### src/rtl/serial_pkg.sv
// Shared definitions for the single-wire serial link (transmitter and receiver side).
//   tx_state_t : transmitter frame state
//   LINE_IDLE  : level of the line between frames
//   START_BIT  : level of the start bit
//   STOP_BIT   : level of the stop bit
package serial_pkg;

  typedef enum logic [1:0] {
    IDLE,
    START,
    DATA,
    STOP
  } tx_state_t;

  localparam logic LINE_IDLE = 1'b1;
  localparam logic START_BIT = 1'b0;
  localparam logic STOP_BIT  = 1'b1;

endpackage

### src/rtl/bit_timer.sv
// Bit-period timer: counts clocks while run is high and flags the last clock of each bit period.
//   clk   : system clock
//   reset : asynchronous active-low reset
//   run   : count enable; counter is cleared whenever run is low
//   tick  : high on the final clock of a CLKS_PER_BIT-long bit period
module bit_timer #(
  parameter int unsigned CLKS_PER_BIT = 4
) (
  input  logic clk,
  input  logic reset,
  input  logic run,
  output logic tick
);

  localparam int unsigned CW = (CLKS_PER_BIT > 1) ? $clog2(CLKS_PER_BIT) : 1;
  localparam logic [CW-1:0] LAST = CW'(CLKS_PER_BIT - 1);

  logic [CW-1:0] cnt_q;

  // With CLKS_PER_BIT == 1 LAST is 0, so the counter sits at 0 and tick follows run.
  always_ff @(posedge clk or negedge reset) begin
    if (!reset) begin
      cnt_q <= '0;
    end else if (!run || (cnt_q == LAST)) begin
      cnt_q <= '0;
    end else begin
      cnt_q <= cnt_q + CW'(1);
    end
  end

  assign tick = run && (cnt_q == LAST);

endmodule

### src/rtl/serial_tx.sv
// Serial transmitter: frames a parallel word as start bit, DATA_W data bits (LSB first) and
// stop bit on an idle-high line, each bit held for CLKS_PER_BIT clocks.
//   clk        : system clock
//   reset      : asynchronous active-low reset; aborts any frame and forces tx high
//   data_in    : word to send, sampled only on the valid/ready handshake
//   data_valid : upstream offers a word
//   data_ready : block is idle and will accept a word this cycle
//   tx         : registered serial line
//   busy       : a frame is in flight
module serial_tx
  import serial_pkg::*;
#(
  parameter int unsigned DATA_W       = 8,
  parameter int unsigned CLKS_PER_BIT = 4
) (
  input  logic              clk,
  input  logic              reset,
  input  logic [DATA_W-1:0] data_in,
  input  logic              data_valid,
  output logic              data_ready,
  output logic              tx,
  output logic              busy
);

  localparam int unsigned BW = (DATA_W > 1) ? $clog2(DATA_W) : 1;
  localparam logic [BW-1:0] LAST_BIT = BW'(DATA_W - 1);

  tx_state_t         state_q;
  logic [DATA_W-1:0] shift_q;
  logic [DATA_W-1:0] shift_next;
  logic [BW-1:0]     bit_idx_q;
  logic              tx_q;
  logic              tick;

  bit_timer #(
    .CLKS_PER_BIT (CLKS_PER_BIT)
  ) u_bit_timer (
    .clk   (clk),
    .reset (reset),
    .run   (state_q != IDLE),
    .tick  (tick)
  );

  assign shift_next = shift_q >> 1;

  // tx is loaded one state ahead so the line level is always a flop output.
  always_ff @(posedge clk or negedge reset) begin
    if (!reset) begin
      state_q   <= IDLE;
      shift_q   <= '0;
      bit_idx_q <= '0;
      tx_q      <= LINE_IDLE;
    end else begin
      unique case (state_q)
        IDLE: begin
          if (data_valid) begin
            shift_q <= data_in;
            state_q <= START;
            tx_q    <= START_BIT;
          end
        end
        START: begin
          if (tick) begin
            state_q   <= DATA;
            bit_idx_q <= '0;
            tx_q      <= shift_q[0];
          end
        end
        DATA: begin
          if (tick) begin
            shift_q <= shift_next;
            if (bit_idx_q == LAST_BIT) begin
              state_q <= STOP;
              tx_q    <= STOP_BIT;
            end else begin
              bit_idx_q <= bit_idx_q + BW'(1);
              tx_q      <= shift_next[0];
            end
          end
        end
        STOP: begin
          if (tick) begin
            state_q <= IDLE;
            tx_q    <= LINE_IDLE;
          end
        end
        default: begin
          state_q <= IDLE;
          tx_q    <= LINE_IDLE;
        end
      endcase
    end
  end

  assign data_ready = (state_q == IDLE);
  assign busy       = !data_ready;
  assign tx         = tx_q;

endmodule

### config.mk
export PLATFORM = sky130hd
export DESIGN_NAME = serial_tx
export DESIGN_NICKNAME = d
export VERILOG_FILES = /design/src/rtl/serial_pkg.sv /design/src/rtl/bit_timer.sv /design/src/rtl/serial_tx.sv
export SDC_FILE = /design/constraint.sdc
export NUM_CORES = 1
export LEC_CHECK = 0
export ABC_AREA = 0
export CORE_MARGIN = 4
export CORE_UTILIZATION = 46
export CTS_BUF_LIST = sky130_fd_sc_hd__clkbuf_2 sky130_fd_sc_hd__clkbuf_4 sky130_fd_sc_hd__clkbuf_8
export CTS_CLUSTER_DIAMETER = 150
export DETAILED_ROUTE_END_ITERATION = 6
export PLACE_DENSITY = 0.77
export SYNTH_ARGS = -nofsm -noshare
export SYNTH_HDL_FRONTEND = slang
export SYNTH_SLANG_ARGS = --single-unit
### constraint.sdc
create_clock -name clk -period 2.3 [get_ports clk]
set_clock_uncertainty 0.2 [all_clocks]
set_input_delay 0.23 -clock clk [delete_from_list [all_inputs] [get_ports clk]]
set_output_delay 0.23 -clock clk [all_outputs]
set_load 0.01 [all_outputs]
==> results of run 1 <==
## state kept, by name, summed over array words and instances (netlist names)
signal             flops
shift_q                8
bit_idx_q              3
state_q                2
u_bit_timer.cnt_q      2
tx                     1
## through the flow
| stage | setup slack [ps] | util [%] | power [uW] |
|---|---|---|---|
| 2_1_floorplan | 395 | - | 1390 |
| 3_3_place_gp | 230 | 56.6 | 1580 |
| 3_5_place_dp | 142 | 56.6 | 1620 |
| 4_1_cts | 88.7 | 58.4 | 1820 |
| 5_1_grt | 76.9 | 58.6 | 1960 |
| 6_report | 188 | 58.6 | 1800 |
## placed cells by master, fill, tap and decap left out
master / instances
nor2b_1: 2
a21oi_1: 3
a22oi_1: 1
dfrtp_1: 15
clkbuf_4: 3
a22o_2: 1
nor3b_1: 2
a22o_1: 5
buf_4: 4
nor4b_2: 1
nor3_1: 2
a31oi_1: 2
dfstp_2: 1
mux2_2: 10
nor2b_4: 1
clkdlybuf4s50_1: 13
o21ai_0: 4
mux2i_1: 1
inv_1: 4
nand4b_1: 1
nand2b_1: 2
ha_2: 1
o21bai_1: 1
nor2_1: 1
clkbuf_8: 1
mux2_4: 7
ha_1: 7
## path summary, 6_finish.rpt
| check | cells after the start | slack, ps | endpoint | start |
|---|---|---|---|---|
| min in group clk | 1 | 250 | u_bit_timer.cnt_q[0] | u_bit_timer.cnt_q[0] |
| worst min-delay path | 1 | 160 | bit_idx_q[1] | reset |
| worst max-delay path | 3 | 190 | data_ready | state_q[0] |
| worst max register to register | 6 | 310 | state_q[1] | state_q[0] |
| max in group asynchronous | 1 | 1280 | shift_q[4] | reset |
| worst min register to register | 1 | 250 | u_bit_timer.cnt_q[0] | u_bit_timer.cnt_q[0] |
## metal layers
layer	up-vias	track usage [%]	share of wire [%]
met5	-	0	0
met4	0	6.22	1.7
met3	5	3.27	3.1
met2	9	22.4	49
met1	313	19.6	46
li1	321	-	-
## power by group through the flow
stage | Clock, uW | Combinational (uW) | Sequential (uW)
global route | 212 | 1200 | 543
CTS | 197 | 1100 | 525
detailed placement | 0 | 1090 | 528
global placement | 0 | 1060 | 520
finish | 192 | 1090 | 523
floorplan | 0 | 881 | 505
## area by class of cell
cell class | instances | area (um^2)
inverter | 4 | 15.0
tap | 27 | 33.8
sequential | 16 | 402
fill | 177 | 837
clock buffer | 4 | 36.3
multi-input combinational | 55 | 538
timing repair buffer | 17 | 160
## worst max-delay path, cell delays in order (launching register included)
cell and delay (ps):
dfrtp_1 430, inv_1 120, ha_2 270, clkdlybuf4s50_1 560
## kinds of logic (layout without fill, tap and decap cells)
family	count (synthesis)	count (layout)
flops	16	16
buf+inv	9	25
compound gates	17	17
fa+ha+maj	8	8
mux	18	18
simple gates	12	12
==> impl_metrics.json, run 1 <==
{
  "maxCapViolCount": 0,
  "vias": 648,
  "synth_top_area_share_pct": 37.5,
  "n_antenna_cell": 0,
  "max_freq_mhz": 473,
  "clk_pin_slew_ps": 100,
  "insertion_delay_ps": 290,
  "crit_arrival_ps": 1680,
  "hpwl_um": 1370,
  "setup_tns_ps": 0,
  "synth_area_leaders": "dfrtp_1, mux2_2, mux2_4",
  "switching_share_pct": 35.9,
  "setup_viol": 0,
  "vias_per_cell": 5.27,
  "p_leak_uw": 0.000506,
  "ys_ff_latch": 16,
  "antenna_found_initial": 0,
  "avgRoutedWirePerCell_um": 14.8,
  "synthAdderAreaFrac_pct": 10.0,
  "status": "completed",
  "synth_area_per_cell_um2": 12.5,
  "ioPinCount": 14,
  "synth_top_family_by_area": "multiplexers",
  "p_comb_share_pct": 60.4,
  "synth.area.mux_share_pct": 22.8,
  "worst_setup_path_start_kind": "flop",
  "io_buffers": 13,
  "p_int_uw": 1160,
  "synth_edf_count": 0,
  "final_nets": 116,
  "placed_cells": 119,
  "clock-sinks": 16,
  "syn_to_final_growth_pct": 18.5,
  "tightest_slew_ps": 729,
  "endpoint_kind": "primary output",
  "drc": 0,
  "overflow": 0,
  "grt_pass1_wl_um": 3080,
  "synth.yosys.warnings": 0,
  "maxSlewViolCount": 0,
  "synth-compound-area-share_pct": 11.5,
  "worstPathMaxFanout": 7,
  "switchingPower_uw": 648,
  "ant_nets": 0,
  "drtPass1Iterations": 4,
  "synthesis.nets": 99,
  "grt_max_degree": 17,
  "synthCells": 80,
  "clk_path_buf_depth": 2,
  "synth-simple-area-share_pct": 9.14,
  "rows": 16,
  "grt_use_total_pct": 14.6,
  "initial_core_util_pct": 49.4,
  "syn-cell-area_um2": 1000,
  "vdd_ir_drop_max_mv": 1.03,
  "period_minus_slack_ps": 2110,
  "synth_area_leader_cell": "dfrtp_1",
  "async_reset_ff_share_pct": 100,
  "synthFlopType": "dfrtp_1",
  "cts_root_buffer": "clkbuf_4",
  "hold_class": "in2async",
  "finalCritPeriodShare_pct": 91.8,
  "cts_buffers": 3,
  "rsz0062_at_grt": "no",
  "power_density_nw_per_um2": 1520,
  "routed_wl_um": 1820,
  "first_iter_violations": 4,
  "p_clk_share_pct": 10.6,
  "core-area_um2": 2020,
  "yosysSeqAreaShare_pct": 40.2,
  "stdcell_area_um2": 1180,
  "drive_above_1_share_pct": 31.3,
  "layoutNonFillerInstCount": 123,
  "whs_ps": 164,
  "cts_tree": "done",
  "post-cts-setup-buffers": 0,
  "cp.required_ps": 1870,
  "synthTopCellsByCount": "dfrtp_1, mux2_2, ha_1, mux2_4, a22o_1",
  "place_congestion": 0.840,
  "htreeDepth": 1,
  "fp.dieArea_um2": 2980,
  "seq_power_share_pct": 29.0,
  "path_class": "reg2out",
  "max_slew_margin_pct": 51.2,
  "synth_most_common_cell": "dfrtp_1",
  "die_x_um": 54.6,
  "die_h_um": 54.6,
  "synthDistinctLibCells": 23,
  "place_area_um2": 1140,
  "finalHoldViolations": 0,
  "cts_resized": 0,
  "synth_xor_area_share_pct": 0,
  "grt_pass1_vias": 655,
  "hold_buffers": 0
}
Power figures use the tool's default switching activity.
==> run 2, diff against run 1 <==
Settings changed: CTS_BUF_LIST sky130_fd_sc_hd__clkbuf_2 sky130_fd_sc_hd__clkbuf_4 sky130_fd_sc_hd__clkbuf_8 to sky130_fd_sc_hd__clkbuf_16, REMOVE_ABC_BUFFERS set to 1.
==> run 2 against run 1 <==
Worst setup slack got worse by 83 ps. Final area is 2.0% higher. Cell count is 1.6% lower. Critical endpoint unchanged. Critical path depth increased by 1. Largest power group unchanged. Combinational power fell by 5%. Via count grew 0.15%. Power up 5.3%. Maximum frequency down 3.8%. Sequential cell count did not move. Sequential power up 1%.
==> impl_metrics.json, run 2 (synthesized netlist as in run 1, its figures left out) <==
{
  "die_h_um": 54.6,
  "overflow": 0,
  "r2r_start": "state_q[0]",
  "utilization_pct": 59.8,
  "fp.dieArea_um2": 2980,
  "grt_use_total_pct": 14.7,
  "io_buffers": 13,
  "worstPathMaxFanout": 6,
  "setup_tns_ps": 0,
  "regMostFlops": "shift_q",
  "largest_reg_flops": 8,
  "drtPass1Iterations": 4,
  "drive_above_1_share_pct": 26.6,
  "htreeDepth": 1,
  "max_slew_margin_pct": 53.1,
  "grt_pass1_wl_um": 3020,
  "avgRoutedWirePerCell_um": 14.7,
  "hpwl_um": 1340,
  "max_freq_mhz": 455,
  "top_regs": "shift_q x8, bit_idx_q x3",
  "hold_class": "in2async",
  "p_leak_uw": 0.000519,
  "die_x_um": 54.6,
  "insertion_delay_ps": 240,
  "first_iter_violations": 4,
  "cts_resized": 0,
  "endpoint_kind": "primary output",
  "vias_per_cell": 5.36,
  "final_common_cell": "dfrtp_1",
  "clock-sinks": 16,
  "hold_buffers": 0,
  "post-cts-setup-buffers": 0,
  "tightest_slew_ps": 701,
  "cts_tree": "done",
  "vias": 649,
  "r2r_cells": 5,
  "path_class": "reg2out",
  "final_nets": 114,
  "routed_wl_um": 1780,
  "maxSlewViolCount": 0,
  "crit_arrival_ps": 1770,
  "ff2ff_setup_slack_ps": 220,
  "core-area_um2": 2020,
  "cts_root_buffer": "clkbuf_16",
  "rsz0062_at_grt": "no",
  "finalHoldViolations": 0,
  "syn_to_final_growth_pct": 20.9,
  "final_cell_mix": "dfrtp_1, clkdlybuf4s50_1, mux2_2, ha_1, mux2_4",
  "clk_pin_slew_ps": 50,
  "finalCritPeriodShare_pct": 95.5,
  "cp.required_ps": 1870,
  "setup_viol": 0,
  "cts_buffers": 3,
  "antenna_found_initial": 0,
  "clk_path_buf_depth": 2,
  "grt_pass1_vias": 687,
  "ioPinCount": 14,
  "place_congestion": 0.789,
  "grt_max_degree": 17,
  "r2r_end": "shift_q[5]",
  "maxCapViolCount": 0,
  "period_minus_slack_ps": 2200,
  "worst_setup_path_start_kind": "flop",
  "drc": 0,
  "stdcell_area_um2": 1210,
  "rows": 16,
  "place_area_um2": 1130,
  "ant_nets": 0,
  "power_density_nw_per_um2": 1570,
  "status": "completed",
  "initial_core_util_pct": 49.4,
  "n_antenna_cell": 0,
  "vdd_ir_drop_max_mv": 0.829
}
-- run 2: cell count changes in the layout (fill, tap and decap cells not counted), sizes merged --
cell    delta
buf        -2
clkbuf     -1
inv        +1
-- run 2: worst max path at each step --
stage | from | endpoint | slack, ps | cells past startpoint
finish | state_q[0] | data_ready | 100 | 4
global route | state_q[1] | data_ready | 20 | 4
CTS | state_q[0] | data_ready | 90 | 4
detailed placement | state_q[0] | shift_q[6] | 220 | 5
global placement | state_q[0] | shift_q[5] | 280 | 5
floorplan | state_q[0] | shift_q[0] | 180 | 4
-- run 2: per-layer routing --
metal / track usage (%) / up-vias / part of all wire (%)
met5: 0 / - / 0
met4: 9.96 / 0 / 2.7
met3: 2.45 / 4 / 2.9
met2: 23.6 / 14 / 48
met1: 17.7 / 312 / 46
li1: - / 319 / -
-- run 2: where the power goes --
group	switching (uW)	internal, uW
logic	443	596
clock network	102	230
registers	96.5	433
total	642	1260
-- run 2: cell type report --
type,count,area [um^2]
inverters,4,15.0
clock buffers,3,75.1
multi-input cells,55,534
clock inverters,1,3.75
fillers,163,813
well taps,27,33.8
repair buffers,15,145
flip-flops and latches,16,402
-- run 2: per-stage QoR --
step	instances	hold WS, ps	power, uW	setup WS [ps]
detailed placement	117	240	1570	217
global route	121	259	2060	16.5
global placement	117	222	1540	285
floorplan	75	-266	1310	176
finish	121	212	1900	105
CTS	121	240	1920	93.1
-- run 2: critical path, stage by stage (launching register included) --
cell	delay (ps)
dfrtp_1	400
inv_1	110
ha_1	280
buf_4	190
clkdlybuf4s50_1	540
